==> config.mk <==
export PLATFORM = sky130hd
export DESIGN_NAME = ram_rr_arbiter
export DESIGN_NICKNAME = d
export VERILOG_FILES = /design/src/rtl/ram_rr_arbiter_pkg.sv /design/src/rtl/ram_rr_arbiter_rr_arb2.sv /design/src/rtl/ram_rr_arbiter.sv
export SDC_FILE = /design/constraint.sdc
export NUM_CORES = 1
export LEC_CHECK = 0
export ABC_AREA = 1
export BUFFER_PORTS_ARGS = -buffer_cell sky130_fd_sc_hd__buf_2
export CAP_MARGIN = 15
export CORE_ASPECT_RATIO = 1.75
export CORE_MARGIN = 10
export CORE_UTILIZATION = 35
export DETAILED_ROUTE_END_ITERATION = 10
export PLACE_DENSITY = 0.76
export SETUP_SLACK_MARGIN = 0.5
export SYNTH_ARGS = -nofsm -noshare
export SYNTH_HDL_FRONTEND = slang
export SYNTH_SLANG_ARGS = --single-unit
==> constraint.sdc <==
create_clock -name clk -period 1 [get_ports clk]
set_clock_uncertainty 0.05 [all_clocks]
set_input_delay 0.05 -clock clk [delete_from_list [all_inputs] [get_ports clk]]
set_output_delay 0.05 -clock clk [all_outputs]
set_load 0.05 [all_outputs]
==> src/rtl/ram_rr_arbiter_pkg.sv <==
// Shared types and constants for the two-client RAM round-robin arbiter.
package ram_rr_arbiter_pkg;

    typedef enum logic {
        PRI0 = 1'b0,
        PRI1 = 1'b1
    } pri_t;

    localparam int NUM_REQ = 2;
    // Cycles from the accept cycle to the rsp_valid cycle.
    localparam int RD_LAT  = 2;

endpackage

==> src/rtl/ram_rr_arbiter_rr_arb2.sv <==
// Two-way round-robin grant with a registered priority pointer.
// state | meaning
// PRI0  | requester 0 wins when both are valid
// PRI1  | requester 1 wins when both are valid
module rr_arb2
    import ram_rr_arbiter_pkg::*;
(
    input  logic       clk,
    input  logic       rst_n,
    input  logic [1:0] valid,
    output logic [1:0] grant
);

    pri_t ptr;
    pri_t ptr_next;

    always_ff @(posedge clk or negedge rst_n) begin
        if (!rst_n) begin
            ptr <= PRI0;
        end else begin
            ptr <= ptr_next;
        end
    end

    // Grant is gated by rst_n so no command can slip in while reset is held.
    always_comb begin
        grant    = 2'b00;
        ptr_next = ptr;
        if (rst_n) begin
            case (valid)
                2'b01:   grant = 2'b01;
                2'b10:   grant = 2'b10;
                2'b11:   grant = (ptr == PRI0) ? 2'b01 : 2'b10;
                default: grant = 2'b00;
            endcase
            if (grant[0]) begin
                ptr_next = PRI1;
            end else if (grant[1]) begin
                ptr_next = PRI0;
            end
        end
    end

endmodule

==> src/rtl/ram_rr_arbiter.sv <==
// Shares one single-port synchronous RAM between two clients; registers the
// winning command and returns read data to its originator two cycles later.
module ram_rr_arbiter
    import ram_rr_arbiter_pkg::*;
#(
    parameter int DATA_WIDTH = 8,
    parameter int ADDR_WIDTH = 4
) (
    input  logic                  clk,
    input  logic                  rst_n,
    input  logic [NUM_REQ-1:0]    req_valid,
    input  logic [NUM_REQ-1:0]    req_we,
    input  logic [ADDR_WIDTH-1:0] req_addr0,
    input  logic [ADDR_WIDTH-1:0] req_addr1,
    input  logic [DATA_WIDTH-1:0] req_wdata0,
    input  logic [DATA_WIDTH-1:0] req_wdata1,
    output logic [NUM_REQ-1:0]    req_ready,
    output logic [NUM_REQ-1:0]    rsp_valid,
    output logic [DATA_WIDTH-1:0] rsp_rdata,
    output logic                  ram_we,
    output logic [ADDR_WIDTH-1:0] ram_addr,
    output logic [DATA_WIDTH-1:0] ram_din,
    input  logic [DATA_WIDTH-1:0] ram_dout
);

    logic [NUM_REQ-1:0] grant;
    logic               accept;
    logic               sel;
    logic               sel_we;
    logic               s1_vld;
    logic               s1_id;
    logic               s2_vld;
    logic               s2_id;

    rr_arb2 u_arb (
        .clk   (clk),
        .rst_n (rst_n),
        .valid (req_valid),
        .grant (grant)
    );

    assign req_ready = grant;
    assign accept    = |grant;
    assign sel       = grant[1];
    assign sel_we    = sel ? req_we[1] : req_we[0];

    always_ff @(posedge clk or negedge rst_n) begin
        if (!rst_n) begin
            ram_we   <= 1'b0;
            ram_addr <= '0;
            ram_din  <= '0;
            s1_vld   <= 1'b0;
            s1_id    <= 1'b0;
            s2_vld   <= 1'b0;
            s2_id    <= 1'b0;
        end else begin
            if (accept) begin
                ram_we   <= sel_we;
                ram_addr <= sel ? req_addr1 : req_addr0;
                ram_din  <= sel ? req_wdata1 : req_wdata0;
            end else begin
                ram_we   <= 1'b0;
            end
            // Tag rides alongside the command: stage1 with the RAM inputs,
            // stage2 with the RAM's registered output.
            s1_vld <= accept & ~sel_we;
            s1_id  <= sel;
            s2_vld <= s1_vld;
            s2_id  <= s1_id;
        end
    end

    always_comb begin
        rsp_valid = 2'b00;
        rsp_rdata = '0;
        if (s2_vld) begin
            rsp_valid = s2_id ? 2'b10 : 2'b01;
            rsp_rdata = ram_dout;
        end
    end

endmodule

; Yosys cells after proc, flatten, opt, wreduce, memory -nomap -nowiden
; Index checks and enable logic that the tools add are counted.
[op_classes]
bitwise = 2
reduce_logical = 3
eq_ne = 3
muxes = 13
[op_table]
columns = operator, count
row1 = 8-bit two-way mux, 2
row2 = 2-bit two-way mux, 5
row3 = 2-bit case mux with 3 select lines, 1
row4 = 2-bit == test (second input constant), 2
row5 = 1-bit two-way mux, 4
row6 = 4-bit two-way mux, 1
row7 = 2-bit by 1-bit == test with 1-bit output (second input constant), 1
row8 = 2-bit AND reduction, 1
row9 = 2-bit nonzero test, 1
row10 = 2-bit OR reduction, 1
row11 = 1-bit AND, 1
row12 = 1-bit inverter, 1
[word_totals]
reg_bits = 18
input_bits = 38
out_inout_bits = 25

; Depth between registers and ports, before layout
[logic_depth]
depth_word = 7
mapped_depth = 7
depth_no_buf = 6

; Modules after synthesis
; Synthesis repeated with hierarchy kept, for this count alone.
[hier_totals]
hier_cells = 109
area_unflattened_um2 = 844.6
[modules_own_cells]
columns = module, area_per_inst_um2, instances, seq_area_each_um2, cells_per_inst
row1 = ram_rr_arbiter, 772.0, 1, 425.4, 97
row2 = rr_arb2, 72.6, 1, 25.0, 12

; Least setup slack after synthesis
; OpenSTA, ideal clock, no wires.
[synth_path]
kind = flip-flop to output port
start = reg s2_vld
end = out rsp_valid[0]
t_arrival_ps = 1265
path_buffers = 1
path_stages_with_launch = 4
setup_slack_ps = -365
required_ps = 900
path_cell_list = dfrtp_1 clkbuf_1 inv_1 nor2_1
[synth_via]
elab_chain_cells = 1
[synth_lines]
columns = item, line
row1 = start: declaration, ram_rr_arbiter.sv:32  ; logic s2_vld;
row2 = start signal: assignment, ram_rr_arbiter.sv:68  ; s2_vld <= s1_vld;
row3 = 2-bit two-way mux, ram_rr_arbiter.sv:76  ; if (s2_vld) begin
row4 = end: declaration, ram_rr_arbiter.sv:18  ; output logic [NUM_REQ-1:0] rsp_valid,
; Every way passes these cells.

; Final worst setup path
[layout_path]
start = reg s2_vld
end = out rsp_rdata[1]
[layout_via]
elab_chain_cells = 1
[layout_lines]
columns = item, line
row1 = 8-bit two-way mux, ram_rr_arbiter.sv:76
row2 = end: declaration, ram_rr_arbiter.sv:19  ; output logic [DATA_WIDTH-1:0] rsp_rdata,
; Every way passes these cells.

==> metrics.cfg <==
[status]
outcome = finished with violations
violations = hold timing, setup timing

[detailed_routing]
wirelength_mm = 3.49
postRouteAntennaNets = 0
vias = 1196
viasPerCell = 4.69
wl_per_cell_um = 13.7
dr.pass1.iters = 4
drt_iter0_drc = 19
route.detailed.drc = 0

[logic_synthesis]
synth.distinct_cells = 14
synth_area_per_cell_um2 = 7.00
synth_nets = 190
synth_seq_cells = 18
ys_warn_count = 0
syn_inst = 152
syn-cell-area_um2 = 1060
ys_seq_area_share_pct = 42.4

[clock_tree]
htreeDepth = 1
clock_latency_ns = 0.25
path_clk_slew_ns = 0.07
cts_tree = yes
clock_path_buffers = 2
clock_sinks = 18
cts_buffers = 3
root_buffer = clkbuf_8

[global_route]
grt-ovfl-total = 0
antenna_found_initial = 0
grt_pass1_wl_mm = 5.80
grt_use_total_pct = 12.7
grt_pass1_vias = 1367
grt_start_max_net_pins = 16

[sta]
setup_viol = 27
rsz0062_at_grt = true
worst_pin_slew_ns = 0.228
slew_viol_final = 0
period_share_pct = 126
hold_violations = 19
clock.fmax_ghz = 0.793
fin_ws_ns = -0.261
min_period_ns = 1.26
slew_headroom_pct = 84.8
hold_ws_ns = -0.412

[final_layout]
syn_to_final_growth_pct = 81.6
n_antenna_cell = 0
mostFrequentLayoutCells = 64 x nand2_1, 37 x buf_2, 16 x buf_8
final_common_cell = nand2_1
fin_util_pct = 66.0
fillers = 249
drive_gt1_share_pct = 57.7
nNetsFinal = 266

[die]
io_pins = 63
start_util_pct = 36.3
die_width_um = 61.7
die-area_um2 = 5730
num_rows = 26
core_area_um2 = 2930
die_h_um = 92.9

[run]
drv_cap = 0

[pwr]
power_density_nw_per_um2 = 1380
finalPower_mw = 2.66
leakage_nw = 1.10
ir_drop_uv = 992

[critical_path]
crit_required_ns = 0.90
arrival_ns = 1.16
crit_path_end_kind = primary output
cp_slowest_cell = dfrtp_2
worstPathCellList = clkbuf_16, nand2_4, clkinvlp_4, buf_6
start_kind = flip-flop
path_class = flip-flop to primary output
cp_slowest_stage_delay_ns = 0.44
cp_max_fo = 5

[worst_hold_path]
hold_class = primary input to asynchronous set/reset pin

[placement]
place.gp.congestion = 0.757
dp_slack_ns = -0.0728
portBuffers = 62
dp_hpwl_mm = 2.60

## cells in the mapped netlist
| master | instances | area [um2] |
|---|---|---|
| buf_4 | 2 | 15.0 |
| buf_6 | 3 | 33.8 |
| buf_8 | 1 | 15.0 |
| clkbuf_1 | 1 | 3.75 |
| dfrtp_1 | 18 | 450 |
| inv_1 | 27 | 101 |
| inv_2 | 2 | 7.51 |
| nand2_1 | 74 | 278 |
| nand2_2 | 2 | 12.5 |
| nand2_4 | 2 | 22.5 |
| nand3_1 | 10 | 50.1 |
| nand3_2 | 5 | 50.1 |
| nand4_1 | 2 | 12.5 |
| nor2_1 | 3 | 11.3 |
## registers in the layout (all words and copies together), names as in the netlist
register,count
s1_id,1
ram_addr,4
ram_din,8
s2_id,1
ram_we,1
u_arb.ptr,1
s1_vld,1
s2_vld,1
## timing repair
action,CTS,global route
setup endpoints to repair,43,43
gates resized for setup,69,4
buffers inserted,4,0
hold endpoints to repair,19,12
gates cloned,0,1
## stage by stage
step	instance area (um2)	setup TNS, ns	hold WS (ns)	instances
floorplan	1220	-0.494	-0.296	152
global placement	1580	-0.435	-0.135	246
detailed placement	1580	-0.955	-0.133	246
CTS	1890	-4.89	-0.409	254
global route	1930	-6.83	-0.413	255
finish	1930	-5.32	-0.412	255
## area by class of cell
type | count | area, um2 | share of cell area (%)
Tap cell | 28 | 35.0 | 1.81
Sequential cell | 18 | 468 | 24.2
Inverter | 29 | 150 | 7.77
Multi-Input combinational cell | 98 | 527 | 27.3
Clock buffer | 4 | 55.1 | 2.85
Timing Repair Buffer | 78 | 697 | 36.1
## per-layer routing
layer,routed length (um),global-route usage (%)
met3,361,4.92
met5,0,0
met2,1910,23.7
met1,1170,11.5
met4,38,4.31
## path summary, 6_finish.rpt
kind,from,endpoint,slack (ns),cells past startpoint
hold / removal,rst_n,s2_id,-0.41,1
max in group asynchronous,rst_n,s2_vld,0.79,3
min in group clk,req_we[0],s1_vld,0,4
hold reg to reg,s1_vld,s2_vld,0.30,0
setup / recovery,s2_vld,rsp_rdata[1],-0.26,4
setup reg to reg,u_arb.ptr,ram_din[4],-0.20,8
## kinds of logic after synthesis
group / after synthesis / share of synthesized area [%]
buf+inv: 36 / 16.6
flops: 18 / 42.4
simple gates: 98 / 41.1
## where the power goes
part	internal, mW	switching (mW)	total [mW]	leakage [nW]
clock network	0.350	0.256	0.606	0.0288
registers	0.833	0.0845	0.918	0.206
logic	0.478	0.663	1.14	0.868
total	1.66	1.00	2.66	1.10
## critical path, delay by kind of cell (launching register included)
| family | cells | cell delay [ns] |
|---|---|---|
| buffers and inverters | 3 | 0.41 |
| flip-flops | 1 | 0.44 |
| AND/OR/NAND/NOR | 1 | 0.06 |
(Power assumes the default switching activity.)
